--- src/rtl/mac_pkg.sv ---
// Shared constants and state type for the MAC accumulation stage.
package mac_pkg;

    localparam int unsigned DefPw = 4;
    localparam int unsigned DefAw = 8;
    localparam int unsigned DefN  = 4;

    typedef enum logic [0:0] {
        StAcc,
        StHold
    } mac_state_e;

    // Beat counter width: clog2(N), never narrower than one bit.
    function automatic int unsigned cnt_width(input int unsigned n);
        return (n > 1) ? $clog2(n) : 1;
    endfunction

endpackage

--- src/rtl/mac_acc_add.sv ---
// AW-bit accumulator adder with carry out; clamps to all-ones when MAC_ACC_SAT_EN is defined,
// otherwise wraps modulo 2^AW.
module mac_acc_add
    import mac_pkg::*;
#(
    parameter int unsigned PW = DefPw,
    parameter int unsigned AW = DefAw
) (
    input  logic [AW-1:0] a,
    input  logic [PW-1:0] b,
    output logic [AW-1:0] sum,
    output logic          carry
);

    logic [AW:0] raw;

    assign raw   = {1'b0, a} + {{(AW + 1 - PW){1'b0}}, b};
    assign carry = raw[AW];

`ifdef MAC_ACC_SAT_EN
    // Once clamped, any further non-zero addend carries again, so the sum stays pinned.
    assign sum = carry ? {AW{1'b1}} : raw[AW-1:0];
`else
    assign sum = raw[AW-1:0];
`endif

endmodule

--- src/rtl/mac_accumulator.sv ---
// Sums N unsigned products per result and presents the sum on a valid/ready port.
// Overflow behaviour (wrap or clamp) is selected by MAC_ACC_SAT_EN in mac_acc_add.
module mac_accumulator
    import mac_pkg::*;
#(
    parameter int unsigned PW = DefPw,
    parameter int unsigned AW = DefAw,
    parameter int unsigned N  = DefN
) (
    input  logic          clk,
    input  logic          rst,
    input  logic          clear,
    input  logic          in_valid,
    output logic          in_ready,
    input  logic [PW-1:0] in_p,
    output logic          out_valid,
    input  logic          out_ready,
    output logic [AW-1:0] out_acc,
    output logic          out_ovf
);

    localparam int unsigned CW = cnt_width(N);
    localparam logic [CW-1:0] LastCnt = CW'(N - 1);

    mac_state_e    state_q;
    logic [AW-1:0] acc_q;
    logic [CW-1:0] cnt_q;
    logic          ovf_q;

    logic [AW-1:0] sum;
    logic          carry;

    mac_acc_add #(
        .PW(PW),
        .AW(AW)
    ) u_add (
        .a    (acc_q),
        .b    (in_p),
        .sum  (sum),
        .carry(carry)
    );

    always_ff @(posedge clk or posedge rst) begin
        if (rst) begin
            state_q <= StAcc;
            acc_q   <= '0;
            cnt_q   <= '0;
            ovf_q   <= 1'b0;
        end else if (clear) begin
            // Abort: any partial sum, pending result and concurrent beat are dropped.
            state_q <= StAcc;
            acc_q   <= '0;
            cnt_q   <= '0;
            ovf_q   <= 1'b0;
        end else begin
            case (state_q)
                StAcc: begin
                    if (in_valid) begin
                        acc_q <= sum;
                        ovf_q <= ovf_q | carry;
                        if (cnt_q == LastCnt) begin
                            cnt_q   <= '0;
                            state_q <= StHold;
                        end else begin
                            cnt_q <= cnt_q + CW'(1);
                        end
                    end
                end
                StHold: begin
                    if (out_ready) begin
                        state_q <= StAcc;
                        acc_q   <= '0;
                        ovf_q   <= 1'b0;
                    end
                end
                default: state_q <= StAcc;
            endcase
        end
    end

    assign in_ready  = (state_q == StAcc);
    assign out_valid = (state_q == StHold);
    assign out_acc   = acc_q;
    assign out_ovf   = ovf_q;

endmodule
--- config.mk ---
export PLATFORM = sky130hd
export DESIGN_NAME = mac_accumulator
export DESIGN_NICKNAME = d
export VERILOG_FILES = /design/src/rtl/mac_pkg.sv /design/src/rtl/mac_acc_add.sv /design/src/rtl/mac_accumulator.sv
export SDC_FILE = /design/constraint.sdc
export NUM_CORES = 1
export LEC_CHECK = 0
export BUFFER_PORTS_ARGS = -buffer_cell sky130_fd_sc_hd__buf_4
export CORE_ASPECT_RATIO = 1.1
export CORE_MARGIN = 1.5
export CORE_UTILIZATION = 45
export DETAILED_ROUTE_END_ITERATION = 8
export PLACE_DENSITY = 0.73
export SYNTH_ARGS = -nofsm -noshare
export SYNTH_HDL_FRONTEND = slang
export SYNTH_SLANG_ARGS = --single-unit
export TNS_END_PERCENT = 10
--- constraint.sdc ---
create_clock -name clk -period 1.9 [get_ports clk]
set_input_delay 0.285 -clock clk [delete_from_list [all_inputs] [get_ports clk]]
set_output_delay 0.285 -clock clk [all_outputs]
set_load 0.02 [all_outputs]
==> run_results.csv <==
group,metric,value,unit
clock_tree,path_clk_slew,0.08,ns
power,vdd_ir_drop_max,0.463,mV
floorplan,chipHeight,45.7,µm
detailed_routing,ant_nets,0,
worst_setup_path,end_kind,"register",
yosys,syn_avg_cell_area,9.94,µm²
sta,fin_crit,1.81,ns
yosys,synth-seq-area-share,0.403,
finish,nets,113,
clock_tree,cts.htree.levels,1,
yosys,netlist_area,746,µm²
placed_design,place_ws,-0.00868,ns
worst_setup_path,critPathArrivalTime,1.98,ns
detailed_routing,routedWlPerCell,13.8,µm
yosys,syn-num-nets,90,
placed_design,hpwl,1.14,mm
sta,rsz0062_at_grt,"false",
yosys,synth-edff-count,0,
yosys,synth_cell_types,30,
sta,timing.fmax,551,MHz
grt,antenna_found_initial,0,
detailed_routing,drtIter0Drc,4,
power,p_total,0.667,mW
sta,setup_viol,0,
yosys,synthCells,75,
grt,grt_pass1_vias,598,
clock_tree,holdBufCountCts,0,
worst_setup_path,critPathSlowestCell,"dfrtp_1",
hold_path,hp-class,"primary input to asynchronous set/reset pin",
sta,fin_worst_skew,0.00216,ns
sta,final-hold-violation-count,0,
finish,diodes,0,
detailed_routing,dr.pass1.iters,4,
power,power_density,703,nW/µm²
sta,tightest_slew,0.459,ns
power,p_leak,0.471,nW
run,maxCapViolCount,0,
finish,layout_common_cells,"buf_4, dfrtp_1, nand2_1, a21oi_1, nor2_1",
worst_setup_path,required,2.07,ns
yosys,yosys_warnings,0,
grt,grt_util_all_layers,0.180,
finish,final_common_cell,"buf_4",
detailed_routing,drc,0,
placed_design,dpl_cell_area,893,µm²
clock_tree,clock_path_buffers,2,
finish,layout-area-overhead-vs-synth,27.2,%
yosys,ys_ff_latch,12,
worst_setup_path,start_kind,"register",
run_status,status,"finished, final reports clean",
floorplan,rows,15,
worst_setup_path,rrSetupSlack,0.09,ns
clock_tree,tritoncts,"built",
grt,grt_pass1_wl,2.50,mm
worst_setup_path,crit_fanout,5,
detailed_routing,vias,630,
sta,setup_ws,0.0851,ns
floorplan,pin_count,20,
placed_design,gp_congestion,0.771,
clock_tree,cts_made_buffers,3,
yosys,ys.flop_type,"dfrtp_1",
clock_tree,cts_root_buf,"clkbuf_4",
detailed_routing,routed_via_density,5.53,
finish,drive_gt1_frac,0.320,
clock_tree,clock_latency,0.28,ns
sta,holdWs,0.00788,ns
yosys,synthArstFlopShare,1.00,
worst_setup_path,max_stage_delay,0.42,ns
grt,overflow,0,
grt,grt_max_degree,13,
detailed_routing,drt_wl_total,1.57,mm
sta,period_share,0.955,
worst_setup_path,crit_path_cell_trace,"ha_1 > fa_1 > a21o_1 > a21oi_4 > nand4b_1 > a21oi_1",
sta,drv_slew,0,
finish,fin_area,948,µm²
floorplan,die_area,1910,µm²
floorplan,coreArea,1560,µm²
placed_design,io_buffers,19,
worst_setup_path,criticalPathCategory,"register to register",
floorplan,start_util,0.479,
sta,max_slew_margin,0.694,
floorplan,dieWidth,41.8,µm
clock_tree,clkSinkCount,12,
==> metrics by stage <==
| stage | TNS (ns) | instances | util |
|---|---|---|---|
| after global routing | 0 | 114 | 0.609 |
| after global placement | 0 | 109 | 0.573 |
| after detailed placement | -0.00868 | 109 | 0.573 |
| after floorplan | 0 | 75 | - |
| after CTS | 0 | 113 | 0.599 |
| final | 0 | 114 | 0.609 |
==> worst max-delay path: cells and delay by family, from the launching register on <==
family,cells,cell delay (ns)
adder cells (fa/ha/maj),2,0.64
AND/OR/NAND/NOR,1,0.15
flip-flops,1,0.42
AO/OA/AOI/OAI,3,0.50
==> timing repair <==
action	4_1_cts	5_1_grt
pin swaps	0	0
setup endpoints to repair	1	3
gates resized for setup	1	1
buffers inserted	0	1
==> power breakdown <==
group | total (mW) | internal [mW] | switching [mW] | leakage [nW]
registers | 0.285 | 0.270 | 0.0150 | 0.163
clock network | 0.210 | 0.117 | 0.0939 | 0.0210
logic | 0.171 | 0.0784 | 0.0926 | 0.287
==> sequential cells by signal, summed over array words and instances, names as in the netlist <==
signal	flops
cnt_q	2
out_valid	1
out_ovf	1
out_acc	8
==> cell usage after synthesis, drive strengths merged (2+ instances only) <==
master	n	area [µm²]
nand2b	2	20.0
nand3	3	15.0
o311ai	2	17.5
nand2	8	30.0
a21o	3	23.8
dfrtp	12	300
o21ai	2	10.0
nor2	6	22.5
inv	3	11.3
xnor2	2	17.5
o31ai	3	22.5
buf	2	16.3
ha	5	62.6
a21oi	11	70.1
==> kinds of logic after synthesis <==
group	synth area share
AOI/OAI and AO/OA	0.225
and+or+nand+nor	0.176
DFF	0.403
adders and majority gates	0.111
buffers and inverters	0.0369
xor gates and xnor gates	0.0352
muxes	0.0134
==> worst paths after layout <==
check / cells past startpoint / end / start
setup / recovery: 6 / out_ovf / out_acc[0]
hold / removal: 2 / out_acc[0] / rst
setup reg to reg: 6 / out_ovf / out_acc[0]
hold reg to reg: 2 / out_ovf / out_ovf
max in group asynchronous: 2 / out_acc[7] / rst
min in group clk: 2 / out_acc[1] / clear
==> metal layers <==
| metal | GRT usage | part of all wire | routed length (µm) | vias up |
|---|---|---|---|---|
| met3 | 0.0476 | 0.040 | 63 | 4 |
| met2 | 0.275 | 0.47 | 742 | 15 |
| met1 | 0.231 | 0.47 | 740 | 298 |
| met5 | 0 | 0 | 0 | - |
| li1 | - | - | - | 313 |
| met4 | 0.110 | 0.015 | 23 | 0 |
==> final cells by class <==
type,count,area (µm²)
multi-input cells,58,429
well taps,17,21.3
repair buffers,20,150
inverters,3,11.3
flip-flops and latches,12,300
clock buffers,4,36.3
fillers,139,609
No activity file was read; power rests on OpenSTA's default activity.
